===== src/rtl/uart_tx_fifo_pkg.sv =====
// Shared definitions for the buffered UART transmitter: FSM state codes,
// parity-select codes, the latched per-frame configuration and small decoders.
package uart_tx_fifo_pkg;

    localparam int unsigned TX_WORD_W = 9;
    localparam int unsigned STATE_W   = 3;
    localparam int unsigned WIDTH_W   = 4;

    localparam logic [STATE_W-1:0] ST_IDLE   = 3'd0;
    localparam logic [STATE_W-1:0] ST_START  = 3'd1;
    localparam logic [STATE_W-1:0] ST_DATA   = 3'd2;
    localparam logic [STATE_W-1:0] ST_PARITY = 3'd3;
    localparam logic [STATE_W-1:0] ST_STOP1  = 3'd4;
    localparam logic [STATE_W-1:0] ST_STOP2  = 3'd5;

    localparam logic [1:0] PAR_ODD   = 2'b00;
    localparam logic [1:0] PAR_EVEN  = 2'b01;
    localparam logic [1:0] PAR_SPACE = 2'b10;
    localparam logic [1:0] PAR_MARK  = 2'b11;

    // Frame shape captured when a word is popped into the shifter.
    typedef struct packed {
        logic [WIDTH_W-1:0] width;
        logic               par_en;
        logic [1:0]         par_sel;
        logic               stop2;
    } frame_cfg_t;

    // Bits code 0..4 selects 5..9 data bits; codes 5..7 fall back to 9.
    function automatic logic [WIDTH_W-1:0] bits_to_width(input logic [2:0] code);
        return (code > 3'd4) ? 4'd9 : WIDTH_W'(code) + 4'd5;
    endfunction

    // Parity bit from the XOR of the data bits actually sent.
    function automatic logic parity_bit(input logic [1:0] sel, input logic acc);
        logic p;
        p = 1'b1;
        case (sel)
            PAR_ODD:   p = ~acc;
            PAR_EVEN:  p = acc;
            PAR_SPACE: p = 1'b0;
            PAR_MARK:  p = 1'b1;
        endcase
        return p;
    endfunction

endpackage


===== src/rtl/uart_tx_fifo_sync_fifo.sv =====
// Single-clock FIFO with synchronous flush.
// Ports: clk_i/rstn_i clock and async active-low reset; clr_i flush (wins over
// push/pop); push_i/wdata_i write; pop_i read-advance, rdata_o shows the head
// word; level_o/full_o/empty_o occupancy.
module uart_sync_fifo #(
    parameter int unsigned  DATA_W = 9,
    parameter int unsigned  DEPTH  = 16,
    localparam int unsigned LVL_W  = $clog2(DEPTH + 1),
    localparam int unsigned PTR_W  = $clog2(DEPTH)
) (
    input  logic              clk_i,
    input  logic              rstn_i,
    input  logic              clr_i,
    input  logic              push_i,
    input  logic [DATA_W-1:0] wdata_i,
    input  logic              pop_i,
    output logic [DATA_W-1:0] rdata_o,
    output logic [LVL_W-1:0]  level_o,
    output logic              full_o,
    output logic              empty_o
);
    logic [DATA_W-1:0] mem_q [DEPTH];
    logic [PTR_W-1:0]  wr_ptr_q, wr_ptr_d, rd_ptr_q, rd_ptr_d;
    logic [LVL_W-1:0]  level_q, level_d;
    logic              do_push, do_pop;

    assign full_o  = (level_q == LVL_W'(DEPTH));
    assign empty_o = (level_q == '0);
    assign level_o = level_q;
    assign rdata_o = mem_q[rd_ptr_q];

    // Pointer/level update; pointers wrap naturally as DEPTH is a power of two.
    always_comb begin
        wr_ptr_d = wr_ptr_q;
        rd_ptr_d = rd_ptr_q;
        level_d  = level_q;
        do_push  = push_i & ~full_o;
        do_pop   = pop_i & ~empty_o;
        if (clr_i) begin
            wr_ptr_d = '0;
            rd_ptr_d = '0;
            level_d  = '0;
        end else begin
            if (do_push) wr_ptr_d = wr_ptr_q + PTR_W'(1);
            if (do_pop)  rd_ptr_d = rd_ptr_q + PTR_W'(1);
            level_d = level_q + LVL_W'(do_push) - LVL_W'(do_pop);
        end
    end

    always_ff @(posedge clk_i or negedge rstn_i) begin
        if (!rstn_i) begin
            wr_ptr_q <= '0;
            rd_ptr_q <= '0;
            level_q  <= '0;
        end else begin
            wr_ptr_q <= wr_ptr_d;
            rd_ptr_q <= rd_ptr_d;
            level_q  <= level_d;
        end
    end

    // Storage array carries no reset; only the pointers define validity.
    always_ff @(posedge clk_i) begin
        if (do_push && !clr_i) mem_q[wr_ptr_q] <= wdata_i;
    end

endmodule


===== src/rtl/uart_tx_fifo.sv =====
// UART transmitter fed by a TX FIFO: 5..9 data bits, optional parity,
// 1/2 stop bits, break generation. Frame shape is latched at frame start.
// Ports: clk_i/rstn_i; cfg_* live configuration; fifo_clr_i flush;
// tx_data_i/tx_valid_i/tx_ready_o push handshake (ready is combinational);
// tx_o registered serial line; busy_o shifter active; fifo_level_o/
// fifo_empty_o FIFO occupancy; tx_done_o one-clock end-of-frame pulse.
module uart_tx_fifo
    import uart_tx_fifo_pkg::*;
#(
    parameter int unsigned  FIFO_DEPTH = 16,
    parameter int unsigned  DIV_W      = 16,
    localparam int unsigned LVL_W      = $clog2(FIFO_DEPTH + 1)
) (
    input  logic                 clk_i,
    input  logic                 rstn_i,
    input  logic                 cfg_en_i,
    input  logic [DIV_W-1:0]     cfg_div_i,
    input  logic                 cfg_parity_en_i,
    input  logic [1:0]           cfg_parity_sel_i,
    input  logic [2:0]           cfg_bits_i,
    input  logic                 cfg_stop_bits_i,
    input  logic                 cfg_break_i,
    input  logic                 fifo_clr_i,
    input  logic [TX_WORD_W-1:0] tx_data_i,
    input  logic                 tx_valid_i,
    output logic                 tx_ready_o,
    output logic                 tx_o,
    output logic                 busy_o,
    output logic [LVL_W-1:0]     fifo_level_o,
    output logic                 fifo_empty_o,
    output logic                 tx_done_o
);
    logic                 fifo_full, fifo_empty, fifo_push, fifo_pop;
    logic [TX_WORD_W-1:0] fifo_rdata;

    assign tx_ready_o   = cfg_en_i & ~fifo_full & ~fifo_clr_i;
    assign fifo_push    = tx_valid_i & tx_ready_o;
    assign fifo_empty_o = fifo_empty;

    uart_sync_fifo #(
        .DATA_W (TX_WORD_W),
        .DEPTH  (FIFO_DEPTH)
    ) u_fifo (
        .clk_i   (clk_i),
        .rstn_i  (rstn_i),
        .clr_i   (fifo_clr_i),
        .push_i  (fifo_push),
        .wdata_i (tx_data_i),
        .pop_i   (fifo_pop),
        .rdata_o (fifo_rdata),
        .level_o (fifo_level_o),
        .full_o  (fifo_full),
        .empty_o (fifo_empty)
    );

    logic [STATE_W-1:0]   state_q, state_d;
    logic [DIV_W-1:0]     cnt_q, cnt_d, div_q, div_d;
    frame_cfg_t           fcfg_q, fcfg_d;
    logic [WIDTH_W-1:0]   bidx_q, bidx_d;
    logic [TX_WORD_W-1:0] shift_q, shift_d;
    logic                 par_q, par_d;
    logic                 hold_q, hold_d;
    logic                 tx_q, tx_d;
    logic                 done_q, done_d;

    logic                 bit_end, can_start, start, last, line;
    logic [DIV_W-1:0]     cnt_next;

    assign tx_o      = tx_q;
    assign busy_o    = (state_q != ST_IDLE);
    assign tx_done_o = done_q;

    // Next-state, baud counter, shifter and line value.
    always_comb begin
        state_d  = state_q;
        cnt_d    = cnt_q;
        div_d    = div_q;
        fcfg_d   = fcfg_q;
        bidx_d   = bidx_q;
        shift_d  = shift_q;
        par_d    = par_q;
        hold_d   = hold_q;
        done_d   = 1'b0;
        fifo_pop = 1'b0;
        start    = 1'b0;
        last     = 1'b0;
        line     = 1'b1;

        bit_end   = (cnt_q == '0);
        can_start = cfg_en_i & ~fifo_empty & ~cfg_break_i & ~fifo_clr_i;
        cnt_next  = bit_end ? div_q : cnt_q - DIV_W'(1);
        if (state_q != ST_IDLE) cnt_d = cnt_next;

        case (state_q)
            ST_IDLE: begin
                // After break, hold mark for a full bit period before popping.
                if (cfg_break_i) begin
                    hold_d = 1'b1;
                    cnt_d  = cfg_div_i;
                end else if (hold_q) begin
                    if (bit_end) hold_d = 1'b0;
                    else         cnt_d  = cnt_q - DIV_W'(1);
                end else begin
                    start = can_start;
                end
            end
            ST_START: if (bit_end) state_d = ST_DATA;
            ST_DATA: begin
                if (bit_end) begin
                    par_d   = par_q ^ shift_q[0];
                    shift_d = shift_q >> 1;
                    if (bidx_q == fcfg_q.width - WIDTH_W'(1)) begin
                        bidx_d  = '0;
                        state_d = fcfg_q.par_en ? ST_PARITY : ST_STOP1;
                    end else begin
                        bidx_d = bidx_q + WIDTH_W'(1);
                    end
                end
            end
            ST_PARITY: if (bit_end) state_d = ST_STOP1;
            ST_STOP1: begin
                if (bit_end) begin
                    if (fcfg_q.stop2) state_d = ST_STOP2;
                    else              last    = 1'b1;
                end
            end
            ST_STOP2: if (bit_end) last = 1'b1;
            default:  state_d = ST_IDLE;
        endcase

        // Frame end: go straight to START when another word is available.
        if (last) begin
            done_d  = 1'b1;
            state_d = ST_IDLE;
            start   = can_start;
        end

        if (start) begin
            fifo_pop       = 1'b1;
            state_d        = ST_START;
            cnt_d          = cfg_div_i;
            div_d          = cfg_div_i;
            fcfg_d.width   = bits_to_width(cfg_bits_i);
            fcfg_d.par_en  = cfg_parity_en_i;
            fcfg_d.par_sel = cfg_parity_sel_i;
            fcfg_d.stop2   = cfg_stop_bits_i;
            shift_d        = fifo_rdata;
            bidx_d         = '0;
            par_d          = 1'b0;
        end

        // Disable aborts the frame in flight without a done pulse.
        if (!cfg_en_i && state_q != ST_IDLE) begin
            state_d = ST_IDLE;
            done_d  = 1'b0;
        end

        // Line level follows the state being entered so tx_o tracks state_q.
        case (state_d)
            ST_IDLE:   line = ~cfg_break_i;
            ST_START:  line = 1'b0;
            ST_DATA:   line = shift_d[0];
            ST_PARITY: line = parity_bit(fcfg_d.par_sel, par_d);
            default:   line = 1'b1;
        endcase
        tx_d = line;
    end

    always_ff @(posedge clk_i or negedge rstn_i) begin
        if (!rstn_i) begin
            state_q <= ST_IDLE;
            cnt_q   <= '0;
            div_q   <= '0;
            fcfg_q  <= '0;
            bidx_q  <= '0;
            shift_q <= '0;
            par_q   <= 1'b0;
            hold_q  <= 1'b0;
            tx_q    <= 1'b1;
            done_q  <= 1'b0;
        end else begin
            state_q <= state_d;
            cnt_q   <= cnt_d;
            div_q   <= div_d;
            fcfg_q  <= fcfg_d;
            bidx_q  <= bidx_d;
            shift_q <= shift_d;
            par_q   <= par_d;
            hold_q  <= hold_d;
            tx_q    <= tx_d;
            done_q  <= done_d;
        end
    end

endmodule


===== config.mk =====
export PLATFORM = sky130hd
export DESIGN_NAME = uart_tx_fifo
export DESIGN_NICKNAME = d
export VERILOG_FILES = /design/src/rtl/uart_tx_fifo_pkg.sv /design/src/rtl/uart_tx_fifo_sync_fifo.sv /design/src/rtl/uart_tx_fifo.sv
export SDC_FILE = /design/constraint.sdc
export NUM_CORES = 1
export LEC_CHECK = 0
export CAP_MARGIN = 10
export CORE_UTILIZATION = 60
export CTS_CLUSTER_SIZE = 24
export DETAILED_ROUTE_END_ITERATION = 12
export PLACE_DENSITY = 0.84
export SLEW_MARGIN = 15
export SYNTH_ARGS = -nofsm -noshare
export SYNTH_HDL_FRONTEND = slang
export SYNTH_SLANG_ARGS = --single-unit
export TNS_END_PERCENT = 30

===== constraint.sdc =====
create_clock -name clk_i -period 5.19 [get_ports clk_i]
set_clock_uncertainty 0.15 [all_clocks]
set_input_delay 0.519 -clock clk_i [delete_from_list [all_inputs] [get_ports clk_i]]
set_output_delay 0.519 -clock clk_i [all_outputs]
set_load 0.02 [all_outputs]

==> flow_metrics.py, run 1 <==
metrics = {
    "critical_path": {
        "end_kind": "register",
        "r2r_slack_ns": 1.48,
        "reg2reg_depth": 14,
        "worstPathRequired_ns": 5.48,
        "cp_max_fo": 3,
        "startpoint_type": "register",
        "crit_type": "register to register",
        "arrival_ns": 4.00,
        "r2r_start": "u_fifo.level_o[2]",
        "worst_r2r_endpoint": "u_fifo.level_o[4]",
    },
    "placed_design": {
        "place_congestion": 0.841,
        "hpwl_um": 12800,
        "portBuffers": 47,
        "place_inst": 920,
    },
    "route": {
        "firstDrtPassIters": 5,
        "highest_layer": "met4",
        "drt_iter0_drc": 554,
        "vias_per_cell": 6.19,
        "met1_length_um": 8160,
        "wire_per_inst_um": 21.4,
        "wl_met3_um": 1200,
        "route.detailed.drc": 0,
        "wirelength_um": 20500,
        "wl_met2_um": 10600,
        "route.vias.total": 5945,
        "ant_nets": 0,
    },
    "logic_synthesis": {
        "ys_types": 57,
        "netlist_instances": 688,
        "mappedNetlistArea_sq_um": 9630,
        "synth_edf_count": 144,
        "ys_async_sr_fraction": 0.336,
        "ys_warn_count": 0,
        "ys_ff_latch": 217,
        "synth-main-ff-cell": "edfxtp_1",
        "avgSynthCellArea_sq_um": 14.0,
        "seq_area_frac_synth": 0.639,
        "syn_nets": 743,
    },
    "clocking": {
        "ctsHtreeMaxLevel": 1,
        "cts_buffers": 23,
        "root_buffer": "clkbuf_16",
        "postCtsSetupRepairBufs": 0,
        "clk_pin_slew_ns": 0.06,
        "hold_buffers": 0,
        "clock_latency_ns": 0.52,
        "cts_max_path_buffers": 3,
        "clkSinkCount": 217,
        "cts_resized": 0,
        "cts_tree": "done",
    },
    "pwr": {
        "powerDensity_nw_per_um2": 387,
        "ir_worst_vdd_mv": 0.490,
        "p_total_uw": 4270,
        "p_leak_uw": 0.00397,
    },
    "die": {
        "start_util": 0.624,
        "die_h_um": 129,
        "num_rows": 45,
        "io_pins": 48,
        "core_area_sq_um": 15400,
        "die_w_um": 129,
        "dieArea_sq_um": 16600,
    },
    "global_routing": {
        "grtUsageTotal": 0.263,
        "grt_max_degree": 74,
        "antenna_found_initial": 0,
        "overflow": 0,
        "grt_pass1_vias": 6102,
        "grt_pass1_wl_um": 32600,
    },
    "sta": {
        "finalHoldViolCount": 5,
        "setup_viol": 0,
        "fin_crit_sh": 0.714,
        "maxSlewHeadroom": 0.307,
        "setup_tns_ns": 0,
        "max_freq_mhz": 270,
        "fin_crit_ns": 3.71,
        "slew_viol_final": 0,
        "grt_setup_unrepaired": "false",
        "worst_pin_slew_ns": 1.04,
        "hold_ws_ns": -0.00184,
    },
    "finish": {
        "layout-drive-gt1-share": 0.132,
        "nFillCells": 950,
        "layout_commonest_cell": "edfxtp_1",
        "final_cells": 961,
        "area.growth.synth_to_final_pct": 14.6,
        "layout_common_cells": "144 x edfxtp_1, 108 x nand2_1, 71 x dfrtp_1, 46 x clkdlybuf4s50_1, 45 x mux4_2",
        "nNetsFinal": 789,
        "antennaDiodeCount": 0,
    },
    "status": {
        "violations": "hold timing",
        "status": "finished with violations",
    },
    "worst_hold_path": {
        "hold_path.class": "input pin to async pin",
    },
    "run": {
        "maxCapViolations": 0,
    },
}
[stage by stage]
stage	hold slack, ns	setup slack (ns)	utilization	instance area, sq um
6_report	-0.00184	1.48	0.715	11000
5_1_grt	0.0728	1.25	0.715	11000
4_1_cts	0.0193	1.47	0.715	11000
3_5_place_dp	0.308	1.12	0.665	10300
3_3_place_gp	0.306	1.25	0.665	10300
2_1_floorplan	0.0734	0.900	-	9630
[power by group]
| group | switching (uW) | internal, uW | leakage [uW] |
|---|---|---|---|
| clock network | 666 | 998 | 0.000381 |
| logic | 293 | 256 | 0.00141 |
| registers | 117 | 1940 | 0.00218 |
[cell families after synthesis]
kind of cell / after synthesis / synth area share
and+or+nand+nor: 227 / 0.113
DFF: 217 / 0.639
AOI/OAI and AO/OA: 93 / 0.0634
buffers and inverters: 55 / 0.0248
muxes: 48 / 0.109
xor gates and xnor gates: 31 / 0.0282
adders and majority gates: 17 / 0.0229
[synth_stat cells (3+ instances only)]
cell type | instances | area, sq um
a21oi_1 | 21 | 105
a22oi_1 | 10 | 75.1
a31oi_1 | 7 | 43.8
and2_1 | 18 | 113
and3_1 | 3 | 18.8
buf_2 | 8 | 40.0
buf_6 | 3 | 33.8
clkbuf_1 | 19 | 71.3
dfrtp_1 | 72 | 1800
edfxtp_1 | 144 | 4320
ha_1 | 16 | 200
inv_1 | 22 | 82.6
mux4_2 | 45 | 1010
nand2_1 | 108 | 405
nand2b_1 | 3 | 18.8
nand3_1 | 11 | 55.1
nand4_1 | 3 | 18.8
nor2_1 | 35 | 131
nor2b_1 | 3 | 18.8
nor3_1 | 11 | 55.1
nor3b_1 | 3 | 22.5
nor4_1 | 8 | 50.1
nor4b_1 | 3 | 26.3
o21a_1 | 4 | 30.0
o21ai_0 | 23 | 115
o22a_1 | 8 | 70.1
o22ai_1 | 4 | 25.0
or3_1 | 7 | 43.8
or4_1 | 4 | 30.0
xnor2_1 | 16 | 140
xor2_1 | 15 | 131
[worst max-delay path by stage]
stage	startpoint	slack, ns	end
6_report	u_fifo.level_o[2]	1.48	u_fifo.level_o[4]
5_1_grt	u_fifo.level_o[2]	1.25	u_fifo.level_o[4]
4_1_cts	u_fifo.level_o[2]	1.47	u_fifo.level_o[4]
3_5_place_dp	fifo_clr_i	1.12	u_fifo.level_o[4]
3_3_place_gp	fifo_clr_i	1.25	u_fifo.level_o[4]
2_1_floorplan	u_fifo.level_o[3]	0.90	u_fifo.level_o[4]
[critical path, stage by stage (launching register included)]
cell and delay [ns]:
dfrtp_1 0.41, inv_1 0.10, ha_1 0.16, nor4b_1 0.57
nor3_1 0.18, a31oi_4 0.24, clkinv_1 0.11, ha_1 0.28
inv_1 0.05, ha_1 0.23, fa_1 0.43, a21oi_1 0.16
nor2_1 0.06, or3_1 0.34, a21oi_1 0.15
[sequential cells by signal, summed over array words and instances, names as in the netlist]
name,count
tx_done_o,1
u_fifo.mem_q,144
u_fifo.rd_ptr_q,4
cnt_q,16
fcfg_q,8
bidx_q,4
state_q,3
u_fifo.wr_ptr_q,4
div_q,16
hold_q,1
tx_o,1
shift_q,9
u_fifo.level_o,5
par_q,1
[routing by layer]
metal,vias up,track usage
met3,47,0.0474
met5,-,0
met4,0,0.0837
met1,2999,0.328
li1,2661,-
met2,238,0.469
[final cells by class]
| type | instances | area, sq um | area share |
|---|---|---|---|
| clock inverters | 13 | 155 | 0.0141 |
| inverters | 23 | 86.3 | 0.00782 |
| multi-input cells | 416 | 3250 | 0.294 |
| clock buffers | 28 | 614 | 0.0557 |
| flip-flops and latches | 217 | 6150 | 0.558 |
| well taps | 211 | 264 | 0.0239 |
| repair buffers | 53 | 513 | 0.0465 |
(Power assumes the default switching activity.)
==> inputs of run 2 (changes only) <==
==> constraint.sdc (replaced) <==
create_clock -name clk_i -period 3.7 [get_ports clk_i]
set_clock_uncertainty 0.15 [all_clocks]
set_input_delay 0.37 -clock clk_i [delete_from_list [all_inputs] [get_ports clk_i]]
set_output_delay 0.37 -clock clk_i [all_outputs]
set_load 0.02 [all_outputs]
==> run 2 against run 1 <==
The flow now finishes without violations. Maximum frequency up 9.5%. Clock power up 45%. Die area unchanged. Combinational power up 48%. Non-clock buffer count up 9. Utilization up 0.82 points. Wire length up 1.1%. Sequential share of layout area down 0.61 points. Global-route usage up 0.057 points. Count of clock-buffer cells in the layout down 1. Final area up 1.1%. Via count up 0.42%. Critical endpoint unchanged.
==> flow_metrics.py, run 2 (synthesis results as in run 1) <==
metrics = {
    "run": {
        "maxCapViolations": 0,
    },
    "critical_path": {
        "cp_max_fo": 6,
        "critPathBufInv": 2,
        "critPathMaxStageDelay_ns": 0.65,
        "cp_top_family": "simple AND/OR/NAND/NOR gates",
        "r2r_slack_ns": 0.32,
        "startpoint_type": "register",
        "critPathSlowestCell": "or4b_2",
        "crit_chain": "or4b_2 -> nor3_1 -> a31oi_4 -> clkinv_2 -> ha_1 -> inv_1 -> ha_1 -> fa_1 -> a21oi_1 -> nor2_1 -> or3_1 -> a21oi_1",
        "crit_type": "register to register",
        "arrival_ns": 3.67,
        "end_kind": "register",
        "worstPathRequired_ns": 3.99,
    },
    "sta": {
        "slew_viol_final": 0,
        "setup_viol": 0,
        "layout_setup_ws_ns": 0.315,
        "maxSlewHeadroom": 0.381,
        "setup_tns_ns": 0,
        "max_freq_mhz": 295,
        "worst_pin_slew_ns": 0.928,
        "fin_crit_ns": 3.38,
        "finalHoldViolCount": 0,
        "fin_crit_sh": 0.915,
        "grt_setup_unrepaired": "false",
    },
    "finish": {
        "multi_input_area_sq_um": 3260,
        "fin_area_sq_um": 11200,
        "layout_commonest_cell": "edfxtp_1",
        "nFillCells": 972,
        "nNetsFinal": 797,
        "ff_latch_area_sq_um": 6160,
        "layout_common_cells": "144 x edfxtp_1, 108 x nand2_1, 69 x dfrtp_1, 46 x clkdlybuf4s50_1, 45 x mux4_2",
        "largest_reg_flops": 144,
        "area.growth.synth_to_final_pct": 16.0,
        "largestRegisters": "u_fifo.mem_q x144, cnt_q x16, div_q x16",
        "final_cells": 969,
        "antennaDiodeCount": 0,
        "layout-drive-gt1-share": 0.145,
        "regMostFlops": "u_fifo.mem_q",
    },
    "die": {
        "io_pins": 48,
        "start_util": 0.624,
        "die_w_um": 129,
        "dieArea_sq_um": 16600,
        "die_h_um": 129,
        "core_area_sq_um": 15400,
        "num_rows": 45,
    },
    "placed_design": {
        "hpwl_um": 13300,
        "portBuffers": 47,
        "place_congestion": 0.895,
        "place_inst": 928,
        "place_worst_setup_slack_ns": -0.166,
        "dpl-instance-area_sq_um": 10400,
    },
    "pwr": {
        "p_total_uw": 6110,
        "power_frac_comb": 0.133,
        "p_clk_frac": 0.394,
        "power_frac_seq": 0.473,
        "ir_worst_vdd_mv": 0.587,
        "p_sw_uw": 1530,
        "p_int_uw": 4580,
        "powerDensity_nw_per_um2": 548,
        "p_sw_frac": 0.250,
        "p_leak_uw": 0.00404,
    },
    "route": {
        "wire_per_inst_um": 21.4,
        "firstDrtPassIters": 7,
        "wirelength_um": 20800,
        "ant_nets": 0,
        "vias_per_cell": 6.16,
        "drt_iter0_drc": 609,
        "route.vias.total": 5970,
        "route.detailed.drc": 0,
    },
    "global_routing": {
        "overflow": 0,
        "antenna_found_initial": 0,
        "grt_max_degree": 74,
        "grt_pass1_vias": 6168,
        "grt_pass1_wl_um": 32700,
        "grtUsageTotal": 0.263,
    },
    "worst_hold_path": {
        "hold_path.class": "input pin to register",
    },
    "clocking": {
        "cts_tree": "done",
        "cts_buffers": 22,
        "cts_resized": 0,
        "cts_max_path_buffers": 3,
        "ctsHtreeMaxLevel": 1,
        "hold_buffers": 1,
        "clock_latency_ns": 0.52,
        "postCtsSetupRepairBufs": 0,
        "root_buffer": "clkbuf_16",
        "clkSinkCount": 217,
        "clk_pin_slew_ns": 0.06,
    },
    "status": {
        "status": "finished, final reports clean",
    },
}
run 2: worst paths after layout:
check,start,endpoint,cells after the start
worst max register to register,state_q[1],u_fifo.level_o[4],12
worst max-delay path,state_q[1],u_fifo.level_o[4],12
worst min-delay path,cfg_parity_sel_i[0],fcfg_q[1],3
worst min register to register,div_q[3],div_q[3],2
min in group asynchronous,rstn_i,div_q[9],2
max in group asynchronous,rstn_i,u_fifo.level_o[3],2
run 2: area by class of cell:
class	count	share of cell area
flip-flops and latches	217	0.552
multi-input cells	416	0.292
repair buffers	62	0.0534
clock buffers	27	0.0519
well taps	211	0.0237
clock inverters	13	0.0193
inverters	23	0.00785
run 2: worst register-to-register path: stages (launching register included):
cell and delay, ns:
dfrtp_1 0.43, or4b_2 0.65, nor3_1 0.30, a31oi_4 0.14, clkinv_2 0.08, ha_1 0.12, inv_1 0.05, ha_1 0.21
fa_1 0.41, a21oi_1 0.16, nor2_1 0.07, or3_1 0.35, a21oi_1 0.18
run 2: through the flow:
| step | util | hold slack, ns |
|---|---|---|
| CTS | 0.724 | 0.264 |
| global placement | 0.671 | 0.307 |
| finish | 0.724 | 0.263 |
| detailed placement | 0.671 | 0.315 |
| floorplan | - | -0.0756 |
| global route | 0.724 | 0.285 |
run 2: power groups by stage:
stage / combinational (uW) / sequential, uW / clock (uW)
after global routing: 885 / 2910 / 2520
final: 811 / 2890 / 2410
after global placement: 756 / 2920 / 0
after detailed placement: 798 / 2930 / 0
after floorplan: 545 / 2890 / 0
after CTS: 807 / 2890 / 2430
run 2: metal layers:
metal | track usage | share of wire
met2 | 0.459 | 0.52
met4 | 0.0851 | 0.025
met5 | 0 | 0
met3 | 0.0324 | 0.046
met1 | 0.348 | 0.41
